--- config.mk ---
export PLATFORM = sky130hd
export DESIGN_NAME = seq_sr32_flat
export DESIGN_NICKNAME = d
export VERILOG_FILES = /design/src/rtl/seq_sr32_if.sv /design/src/rtl/seq_sr32.sv /design/src/flat_wrapper.sv
export SDC_FILE = /design/constraint.sdc
export NUM_CORES = 1
export LEC_CHECK = 0
export BUFFER_PORTS_ARGS = -buffer_cell sky130_fd_sc_hd__buf_2
export CORE_ASPECT_RATIO = 0.7
export CORE_MARGIN = 2
export CORE_UTILIZATION = 45
export DETAILED_ROUTE_END_ITERATION = 10
export PLACE_DENSITY = 0.65
export SYNTH_ARGS = -nofsm -noshare
export SYNTH_HDL_FRONTEND = slang
export SYNTH_SLANG_ARGS = --single-unit
--- constraint.sdc ---
create_clock -name clk -period 7.1 [get_ports clk]
set_input_delay 1.065 -clock clk [delete_from_list [all_inputs] [get_ports clk]]
set_output_delay 1.065 -clock clk [all_outputs]
set_load 0.005 [all_outputs]
--- src/rtl/seq_sr32_if.sv ---
// rtl/seq_sr32_if.sv - start/done handshake bundle between the control FSM and seq_sr32
interface seq_sr32_if #(
  parameter int WIDTH = 32
);
  logic             start;
  logic             arith;
  logic [WIDTH-1:0] a;
  logic [WIDTH-1:0] b;
  logic [WIDTH-1:0] out;
  logic             done;
  logic             busy;

  modport master (
    output start, arith, a, b,
    input  out, done, busy
  );

  modport slave (
    input  start, arith, a, b,
    output out, done, busy
  );
endinterface

--- src/rtl/seq_sr32.sv ---
// rtl/seq_sr32.sv - multi-cycle 32-bit logical/arithmetic right shifter, one log stage per clock
// Optional SEQ_SR32_EARLY_EXIT_EN: finish as soon as no higher shift-amount bits remain.
module seq_sr32 #(
  parameter int WIDTH   = 32,
  parameter int SHAMT_W = 5
) (
  input  logic       clk,
  input  logic       rst,
  seq_sr32_if.slave  bus
);

  typedef enum logic [1:0] {IDLE, SHIFT, DONE} state_t;

  state_t             state, state_nx;
  logic [WIDTH-1:0]   acc, acc_nx;
  logic [WIDTH-1:0]   out_r, out_nx;
  logic [SHAMT_W-1:0] amt, amt_nx;
  logic [2:0]         k, k_nx;
  logic               fill, fill_nx;
  logic               ovf;
  logic               a_fill;
  logic               last;
  logic [WIDTH-1:0]   stage;
  logic signed [WIDTH:0] ext;
  logic signed [WIDTH:0] ext_sh;
`ifdef SEQ_SR32_EARLY_EXIT_EN
  logic [SHAMT_W-1:0] hi_mask;
`endif

  always_ff @(posedge clk) begin
    if (rst) begin
      state <= IDLE;
      acc   <= '0;
      amt   <= '0;
      k     <= '0;
      fill  <= 1'b0;
      out_r <= '0;
    end else begin
      state <= state_nx;
      acc   <= acc_nx;
      amt   <= amt_nx;
      k     <= k_nx;
      fill  <= fill_nx;
      out_r <= out_nx;
    end
  end

  // Prepending the fill bit lets one arithmetic shift supply the vacated upper bits.
  always_comb begin
    ext    = {fill, acc};
    ext_sh = ext >>> (32'd1 << k);
    stage  = amt[k] ? ext_sh[WIDTH-1:0] : acc;
  end

  always_comb begin
    ovf    = |bus.b[WIDTH-1:SHAMT_W];
    a_fill = bus.arith & bus.a[WIDTH-1];
`ifdef SEQ_SR32_EARLY_EXIT_EN
    hi_mask = {{(SHAMT_W-1){1'b1}}, 1'b0} << k;
    last    = (k == 3'(SHAMT_W-1)) || ((amt & hi_mask) == '0);
`else
    last    = (k == 3'(SHAMT_W-1));
`endif
  end

  always_comb begin
    state_nx = state;
    acc_nx   = acc;
    amt_nx   = amt;
    k_nx     = k;
    fill_nx  = fill;
    out_nx   = out_r;
    case (state)
      IDLE: begin
        if (bus.start) begin
          fill_nx  = a_fill;
          k_nx     = '0;
          state_nx = SHIFT;
          // Overflowed amounts shift everything out: preload the fill pattern, no stages active.
          if (ovf) begin
            acc_nx = {WIDTH{a_fill}};
            amt_nx = '0;
          end else begin
            acc_nx = bus.a;
            amt_nx = bus.b[SHAMT_W-1:0];
          end
        end
      end
      SHIFT: begin
        acc_nx = stage;
        if (last) begin
          state_nx = DONE;
          out_nx   = stage;
        end else begin
          k_nx = k + 3'd1;
        end
      end
      DONE:    state_nx = IDLE;
      default: state_nx = IDLE;
    endcase
  end

  assign bus.out  = out_r;
  assign bus.done = (state == DONE);
  assign bus.busy = (state != IDLE);

endmodule
--- src/flat_wrapper.sv ---
// flat-port wrapper written by rule: the top's interface ports become plain ports
module seq_sr32_flat 
#(
  parameter int WIDTH   = 32,
  parameter int SHAMT_W = 5
)
  (clk, rst, bus_start, bus_arith, bus_a, bus_b, bus_out, bus_done, bus_busy);
  seq_sr32_if #(.WIDTH(WIDTH)) bus_i ();
  input  logic clk;
  input  logic rst;
  input wire logic [$bits(bus_i.start)-1:0] bus_start;
  input wire logic [$bits(bus_i.arith)-1:0] bus_arith;
  input wire logic [$bits(bus_i.a)-1:0] bus_a;
  input wire logic [$bits(bus_i.b)-1:0] bus_b;
  output wire logic [$bits(bus_i.out)-1:0] bus_out;
  output wire logic [$bits(bus_i.done)-1:0] bus_done;
  output wire logic [$bits(bus_i.busy)-1:0] bus_busy;
  assign bus_i.start = bus_start;
  assign bus_i.arith = bus_arith;
  assign bus_i.a = bus_a;
  assign bus_i.b = bus_b;
  assign bus_out = bus_i.out;
  assign bus_done = bus_i.done;
  assign bus_busy = bus_i.busy;
  seq_sr32 #(.WIDTH(WIDTH), .SHAMT_W(SHAMT_W)) u_core (.clk(clk), .rst(rst), .bus(bus_i));
endmodule
==> results.txt, run 1 <==
----------------------------------------------------
[Clock tree]
  Number of buffers created by CTS ... 9
  CTS Root Cell ... clkbuf_16
  Post-CTS clock slew at the launch and capture registers of the worst setup and hold paths ... 60 ps
  CTS tree ... yes
  Hold buffer count at cts ... 0
  Clock network latency to the later pin of the worst-skew pair ... 340 ps
  Post-CTS resize count ... 0
  Buffers from clock root to sink, at most ... 2
  Number of clock sinks seen by CTS ... 75
  Setup repair bufs after CTS ... 0
  Maximum level of the CTS H-tree ... 3

[Timing]
  Post-route clock period utilization ... 0.5497
  Worst clock skew ... 8.976 ps
  Sum of negative setup slack ... 0 ps
  Worst hold-check slack ... 455.3 ps
  Final-report hold violation count ... 0
  Worst relative slew slack ... 0.3087
  Worst-margin pin slew ... 1032 ps
  Count of pins over their slew limit ... 0
  Final critical-path required period ... 3903 ps
  Final number of setup-violating endpoints ... 0
  Worst path setup slack after routing ... 3197 ps
  F_max ... between 0.2 and 0.3 GHz
  RSZ-0062 raised after global routing ... false

[Detailed routing]
  First-pass DRT Iterations ... 6
  Via count ... 7360
  Routed WL ... between 20000 and 30000 um
  Number of remaining DRC errors ... 0
  Starting DRC count in detailed routing ... 1259
  Via/cell ratio ... 6.765
  Antenna violation net count after detailed routing ... 0
  Average detailed-routed wire length per instance ... 23.40 um

[Logic synthesis]
  Avg Cell Area, Syn ... 7.450 um2
  Synthesized Nets ... 924
  Share of flip-flops with an asynchronous set or reset ... 0
  Number of register bits inferred by synthesis ... 75
  Number of synthesized flops with an enable pin ... 0
  Library cells used by synthesis ... 85
  Yosys Warn Count ... 0
  Portion of the post-synthesis area used by sequential elements ... 0.2371
  Top flip-flop cell by instance count after synthesis ... dfxtp_1
  Post-synthesis instance area ... 6332 um2
  Synthesized instance count ... 850

[Power and ir drop]
  Power per unit of standard cell area ... 185.1 nW/um2
  Internal power ... 0.0008783 W
  Switching share of power ... 0.3320
  Pwr Total ... around 0.0013 W
  Proportion of power drawn by combinational gates ... 0.263
  Clock share of power ... 0.375
  Switching Power ... 0.0004366 W
  Leakage power total ... 2.804 nW
  Flop pwr share ... 0.361
  Maximum vdd ir drop ... between 0.0001 and 0.00015 V

[Final layout]
  Final net count ... 967
  Number of antenna diodes ... 0
  Commonest cells after routing, fill and taps aside ... buf_2 (101), a21oi_1 (95), nor2_1 (86)
  Leading cell type in the layout, fill and taps excluded ... buf_2
  Proportion of layout cells with a drive suffix above 1 ... 0.2149
  Number of filler cells placed in the layout ... 1425
  Area growth from synthesis to layout ... 12.21%

[Global routing]
  Number of antenna violations at the first check in global routing ... 0
  Largest net degree at the start of global routing ... 61
  Overall fraction of global-route tracks in use ... 0.3330
  Number of global-route vias before repair ... around 6400
  Remaining global-route overflow ... 0
  Wire length of the first global-routing pass ... 39120 um

[Floorplanning]
  X dimension of the die ... ~150 um
  Number of placement rows ... 36
  Vertical die dimension ... 103.3 um
  Top-Level Pins ... 102
  Area of the die ... around 15000 um2
  Floorplan Core Area ... 13830 um2
  Starting utilization of the core area ... 0.4579

[Critical path]
  Endpoint kind of the worst setup timing path ... flip-flop
  Reg-to-Reg Start ... u_core.k[0]$_SDFFE_PP0P_
  Setup crit end ... u_core.acc[13]$_SDFFE_PP0P_
  End of the worst register-to-register path ... u_core.acc[13]$_SDFFE_PP0P_
  Startpoint type of the worst setup path ... flip-flop
  Standard cell with the maximum stage delay on the critical path ... nor2b_2
  Ordered cell list for the critical path ... inv_1 -> ha_2 -> buf_4 -> nor2b_2 -> mux4_2 -> o32ai_1 -> o22a_1 -> a31oi_1 -> a21oi_1 -> nor2_1
  Worst path max stage delay ... 960 ps
  Worst setup path startpoint ... u_core.k[0]$_SDFFE_PP0P_
  R2R cell count ... 10
  Worst reg-to-reg setup slack ... 3200 ps
  Critical Path RT ... 7290 ps
  Data arrival at the endpoint of the critical path ... 4090 ps
  Largest driver fanout on the critical path ... 60
  Category of the critical setup timing path ... flip-flop to flip-flop

[Run]
  Max_cap viols ... 0

[Placed design]
  Quantity of I/O buffers inserted on ports ... slightly above 100
  Place WS ... around 3200 ps
  Placed wire-length estimate ... 18320 um
  Routability-driven placement congestion ratio ... 1.030

[Run status]
  Status ... finished, final reports clean

[Min path]
  Class of the tightest hold or removal check ... flip-flop to flip-flop

----------------------------------------------------
-- cells by family (layout without fill, tap and decap cells) --
group | count (synthesis) | count (layout) | synth area share
muxes | 44 | 44 | 0.09010
adders and majority gates | 6 | 6 | 0.01186
DFF | 75 | 75 | 0.2371
buffers and inverters | 102 | 150 | 0.07745
and+or+nand+nor | 271 | 271 | 0.2079
AOI/OAI and AO/OA | 352 | 352 | 0.3756
-- worst min-delay path by stage --
stage	start	end	cells past startpoint
6_report	u_core.amt[2]$_SDFFE_PP0P_	u_core.amt[2]$_SDFFE_PP0P_	2
5_1_grt	u_core.bus.out[30]$_SDFFE_PP0P_	u_core.bus.out[30]$_SDFFE_PP0P_	2
4_1_cts	u_core.bus.out[30]$_SDFFE_PP0P_	u_core.bus.out[30]$_SDFFE_PP0P_	2
3_5_place_dp	u_core.bus.out[11]$_SDFFE_PP0P_	u_core.bus.out[11]$_SDFFE_PP0P_	2
3_3_place_gp	u_core.bus.out[11]$_SDFFE_PP0P_	u_core.bus.out[11]$_SDFFE_PP0P_	2
2_1_floorplan	u_core.amt[2]$_SDFFE_PP0P_	u_core.amt[2]$_SDFFE_PP0P_	2
-- flip-flops by register name, summed over array words and instances (netlist names) --
name and flops:
u_core.acc 32, u_core.bus.out 32, u_core.amt 5, u_core.k 3
u_core.state 2, u_core.fill 1
-- layout make-up --
| class | count | area (um2) | share of cell area |
|---|---|---|---|
| Timing Repair Buffer | 119 | 640.6 | 0.09016 |
| Clock inverter | 6 | 87.58 | 0.01233 |
| Clock buffer | 10 | 229.0 | 0.03222 |
| Inverter | 15 | 56.30 | 0.007924 |
| Sequential cell | 75 | 1501 | 0.2113 |
| Multi-Input combinational cell | 673 | 4353 | 0.6126 |
| Tap cell | 190 | 237.7 | 0.03346 |
-- layer usage --
layer / vias up / global-route usage / routed length, um
met4: 0 / 0.07919 / 589
met3: 69 / 0.08421 / 2980
met1: 3470 / 0.4723 / 11000
met5: - / 0 / 0
met2: 495 / 0.5109 / 10890
li1: 3326 / - / -
-- synth_stat cells, drive strengths merged, types with 4 or more instances --
master	instances	area [um2]
a21o	5	37.54
nor3b	7	73.82
nand3	24	120.1
a21oi	96	484.2
buf	41	260.3
inv	14	52.55
a22oi	14	105.1
a31oi	27	168.9
o211a	4	40.04
a221oi	14	160.2
mux2	14	157.7
nor4	17	118.9
nor2	89	336.6
a22o	4	35.03
o21ai	62	310.3
o221ai	5	43.79
o211ai	22	165.2
a211oi	20	150.1
mux4	9	202.7
nor2b	8	50.05
nor3	15	85.08
o32ai	7	68.82
nand2	82	310.3
o22a	5	43.79
clkbuf	46	173.9
mux2i	21	210.2
ha	6	75.07
dfxtp	75	1501
o22ai	24	168.9
a2bb2oi	4	35.03
o31ai	8	73.82
nand2b	8	50.05
-- power by group through the flow --
stage	Sequential, W	Clock (W)	Combinational (W)
finish	0.000475	0.000494	0.000346
global placement	0.000482	0	0.000335
CTS	0.000473	0.000496	0.000335
floorplan	0.000457	0	0.000255
global route	0.000476	0.000513	0.000374
detailed placement	0.000482	0	0.000334
-- stage by stage --
stage	instances	util	instance area [um2]
floorplan	850	-	6332
global placement	1072	0.4910	6789
detailed placement	1072	0.4910	6789
CTS	1088	0.5138	7106
global route	1088	0.5138	7106
finish	1088	0.5138	7106
-- critical path: cells and delay by family (launching register included) --
kind | cells | cell delay (ps)
flops | 1 | 380
simple gates | 2 | 1010
buf+inv | 2 | 670
fa+ha+maj | 1 | 160
compound gates | 4 | 910
mux | 1 | 600
Power figures use the tool's default switching activity.
==> run 2, diff against run 1 <==
--- a/config.mk
+++ b/config.mk
@@ -10,7 +10,7 @@
 export CORE_MARGIN = 2
 export CORE_UTILIZATION = 45
 export DETAILED_ROUTE_END_ITERATION = 10
-export PLACE_DENSITY = 0.65
+export PLACE_DENSITY = 0.67
 export SYNTH_ARGS = -nofsm -noshare
 export SYNTH_HDL_FRONTEND = slang
 export SYNTH_SLANG_ARGS = --single-unit
==> constraint.sdc (replaced) <==
create_clock -name clk -period 3.14 [get_ports clk]
set_input_delay 0.471 -clock clk [delete_from_list [all_inputs] [get_ports clk]]
set_output_delay 0.471 -clock clk [all_outputs]
set_load 0.005 [all_outputs]
==> run 2 against run 1 <==
Core utilization up 2.4 points. Clock-buffer cell count unchanged. Final cell count up 3.6%. Final area up 4.6%. First-iteration DRC count down 25%. Critical path depth up 1. Combinational power up 150%. Critical path type unchanged. Sequential share of layout area down 0.93 points. Via count up 2.2%.
==> results.txt, run 2 (synthesis results as in run 1) <==
----------------------------------------------------
[Clock tree]
  Post-CTS resize count ... 0 (unchanged)
  Clock network latency to the later pin of the worst-skew pair ... 340 ps (about the same)
  Number of clock sinks seen by CTS ... 75 (unchanged)
  Post-CTS clock slew at the launch and capture registers of the worst setup and hold paths ... 60 ps (about the same)
  Number of buffers created by CTS ... 9 (unchanged)
  CTS Root Cell ... clkbuf_16 (unchanged)
  CTS tree ... yes (unchanged)
  Setup repair bufs after CTS ... 0 (unchanged)
  Buffers from clock root to sink, at most ... 2 (unchanged)
  Maximum level of the CTS H-tree ... 3 (unchanged)
  Hold buffer count at cts ... 0 (unchanged)

[Power and ir drop]
  Switching share of power ... 0.3306 (was 0.3320)
  Switching Power ... 0.001013 W (was 0.0004366 W)
  Maximum vdd ir drop ... 0.0002745 V (was 0.0001160 V)
  Leakage power total ... 3.006 nW (was 2.804 nW)
  Clock share of power ... 0.373 (was 0.375)
  Internal power ... 0.002051 W (was 0.0008783 W)
  Flop pwr share ... 0.350 (was 0.361)
  Power per unit of standard cell area ... 412.4 nW/um2 (was 185.1 nW/um2)
  Proportion of power drawn by combinational gates ... 0.277 (was 0.263)

[Global routing]
  Wire length of the first global-routing pass ... 38820 um (was 39120 um)
  Largest net degree at the start of global routing ... 45 (was 61)
  Number of antenna violations at the first check in global routing ... 1 (was 0)
  Number of global-route vias before repair ... 6642 (was 6431)
  Remaining global-route overflow ... 0 (unchanged)
  Overall fraction of global-route tracks in use ... 0.3311 (was 0.3330)

[Timing]
  Worst relative slew slack ... 0.3169 (was 0.3087)
  Sum of negative setup slack ... 0 ps (unchanged)
  Worst-margin pin slew ... 1021 ps (was 1032 ps)
  Worst path setup slack after routing ... 130.2 ps (was 3197 ps)
  F_max ... 0.3322 GHz (was 0.2562 GHz)
  Final-report hold violation count ... 0 (unchanged)
  Worst clock skew ... 5.759 ps (was 8.976 ps)
  Post-route clock period utilization ... 0.9585 (was 0.5497)
  Final critical-path required period ... 3010 ps (was 3903 ps)
  Final number of setup-violating endpoints ... 0 (unchanged)
  Count of pins over their slew limit ... 0 (unchanged)
  RSZ-0062 raised after global routing ... false (unchanged)

[Detailed routing]
  Average detailed-routed wire length per instance ... 22.73 um (was 23.40 um)
  Via count ... 7521 (was 7360)
  First-pass DRT Iterations ... 5 (was 6)
  Antenna violation net count after detailed routing ... 0 (unchanged)
  Routed WL ... 25620 um (was 25460 um)
  Starting DRC count in detailed routing ... 946 (was 1259)
  Number of remaining DRC errors ... 0 (unchanged)
  Via/cell ratio ... 6.673 (was 6.765)

[Final layout]
  Area of all placed cells without fillers ... 7431 um2 (was 7106 um2)
  Leading cell type in the layout, fill and taps excluded ... buf_2 (unchanged)
  Number of antenna diodes ... 0 (unchanged)
  Commonest cells after routing, fill and taps aside ... buf_2 (101), a21oi_1 (95), nor2_1 (86) (unchanged)
  Proportion of layout cells with a drive suffix above 1 ... 0.2476 (was 0.2149)
  Final net count ... 1006 (was 967)
  Number of filler cells placed in the layout ... 1389 (was 1425)
  Area growth from synthesis to layout ... 17.35% (was 12.21%)
  Finished Layout Cells ... 1127 (was 1088)

[Critical path]
  Category of the critical setup timing path ... flip-flop to flip-flop (unchanged)
  End of the worst register-to-register path ... u_core.acc[6]$_SDFFE_PP0P_ (was u_core.acc[13]$_SDFFE_PP0P_)
  Worst reg-to-reg setup slack ... 130 ps (was 3200 ps)
  Critical path buffers and inverters ... 3 (was 2)
  Ordered cell list for the critical path ... inv_1 -> ha_2 -> buf_12 -> buf_4 -> or4b_4 -> o32a_1 -> o21ai_1 -> a211oi_1 -> a311oi_1 -> a2bb2oi_1 -> o22ai_1 (was inv_1 -> ha_2 -> buf_4 -> nor2b_2 -> mux4_2 -> o32ai_1 -> o22a_1 -> a31oi_1 -> a21oi_1 -> nor2_1)
  R2R cell count ... 11 (was 10)
  Largest driver fanout on the critical path ... 44 (was 60)
  Worst path max stage delay ... 530 ps (was 960 ps)
  Standard cell with the maximum stage delay on the critical path ... or4b_4 (was nor2b_2)
  Top delay family on crit path ... compound AO/OA/AOI/OAI gates (was simple AND/OR/NAND/NOR gates)
  Reg-to-Reg Start ... u_core.k[1]$_SDFFE_PP0P_ (was u_core.k[0]$_SDFFE_PP0P_)
  Data arrival at the endpoint of the critical path ... 3210 ps (was 4090 ps)
  Endpoint kind of the worst setup timing path ... flip-flop (unchanged)
  Startpoint type of the worst setup path ... flip-flop (unchanged)
  Critical Path RT ... 3340 ps (was 7290 ps)

[Run status]
  Status ... finished, final reports clean (unchanged)

[Floorplanning]
  X dimension of the die ... 145.8 um (unchanged)
  Top-Level Pins ... 102 (unchanged)
  Vertical die dimension ... 103.3 um (unchanged)
  Starting utilization of the core area ... 0.4579 (unchanged)
  Area of the die ... 15050 um2 (unchanged)
  Number of placement rows ... 36 (unchanged)
  Floorplan Core Area ... 13830 um2 (unchanged)

[Min path]
  Depth of the worst hold-timing path ... 3 (was 2)
  Class of the tightest hold or removal check ... input pin to flip-flop (was flip-flop to flip-flop)
  Launch point of the worst hold path ... bus_b[3] (was u_core.amt[2]$_SDFFE_PP0P_)
  Worst min-delay path endpoint ... u_core.amt[3]$_SDFFE_PP0P_ (was u_core.amt[2]$_SDFFE_PP0P_)

[Placed design]
  Placed wire-length estimate ... 19150 um (was 18320 um)
  Quantity of I/O buffers inserted on ports ... 101 (unchanged)
  Post-placement cell area ... 7104 um2 (was 6789 um2)
  Post-Place Cells ... 1111 (was 1072)
  Place WS ... 184.5 ps (was 3195 ps)
  Routability-driven placement congestion ratio ... 1.125 (was 1.030)

[Run]
  Max_cap viols ... 0 (unchanged)

----------------------------------------------------
-- run 2: metal layers --
metal / wire (um) / global-route usage / part of all wire
met1: 11110 / 0.4723 / 0.43
met2: 10660 / 0.5094 / 0.42
met3: 3124 / 0.08640 / 0.12
met4: 724 / 0.06335 / 0.028
met5: 0 / 0 / 0
-- run 2: through the flow --
| step | util | power, W | hold WS, ps |
|---|---|---|---|
| 2_1_floorplan | - | 0.001610 | 428.7 |
| 3_3_place_gp | 0.5138 | 0.001904 | 440.1 |
| 3_5_place_dp | 0.5138 | 0.001901 | 444.9 |
| 4_1_cts | 0.5374 | 0.003030 | 390.5 |
| 5_1_grt | 0.5374 | 0.003162 | 399.6 |
| 6_report | 0.5374 | 0.003064 | 387.7 |
-- run 2: worst max-delay path by stage --
stage                        startpoint                             end  cells past startpoint
2_1_floorplan  u_core.k[0]$_SDFFE_PP0P_  u_core.bus.out[0]$_SDFFE_PP0P_                     10
3_3_place_gp   u_core.k[1]$_SDFFE_PP0P_      u_core.acc[6]$_SDFFE_PP0P_                     11
3_5_place_dp   u_core.k[1]$_SDFFE_PP0P_      u_core.acc[6]$_SDFFE_PP0P_                     11
4_1_cts        u_core.k[1]$_SDFFE_PP0P_      u_core.acc[6]$_SDFFE_PP0P_                     11
5_1_grt        u_core.k[1]$_SDFFE_PP0P_      u_core.acc[7]$_SDFFE_PP0P_                     10
6_report       u_core.k[1]$_SDFFE_PP0P_      u_core.acc[6]$_SDFFE_PP0P_                     11
-- run 2: worst min-delay path, cell delays in order --
cell	delay, ps
buf_2	90
nand3_1	60
a21oi_1	60
-- run 2: area by class of cell --
class                      instances  area [um2]  share of cell area
multi-input combinational        673        4350              0.5855
inverter                          15       56.30            0.007577
timing repair buffer             158       958.4              0.1290
clock buffer                      10       239.0             0.03216
sequential                        75        1501              0.2021
tap                              190       237.7             0.03199
clock inverter                     6       87.58             0.01179
-- run 2: power groups by stage --
stage | combinational, W | sequential (W) | clock, W
2_1_floorplan | 0.000577 | 0.00103 | 0
3_3_place_gp | 0.000817 | 0.00109 | 0
3_5_place_dp | 0.000815 | 0.00109 | 0
4_1_cts | 0.000819 | 0.00107 | 0.00115
5_1_grt | 0.000901 | 0.00107 | 0.00119
6_report | 0.000848 | 0.00107 | 0.00114
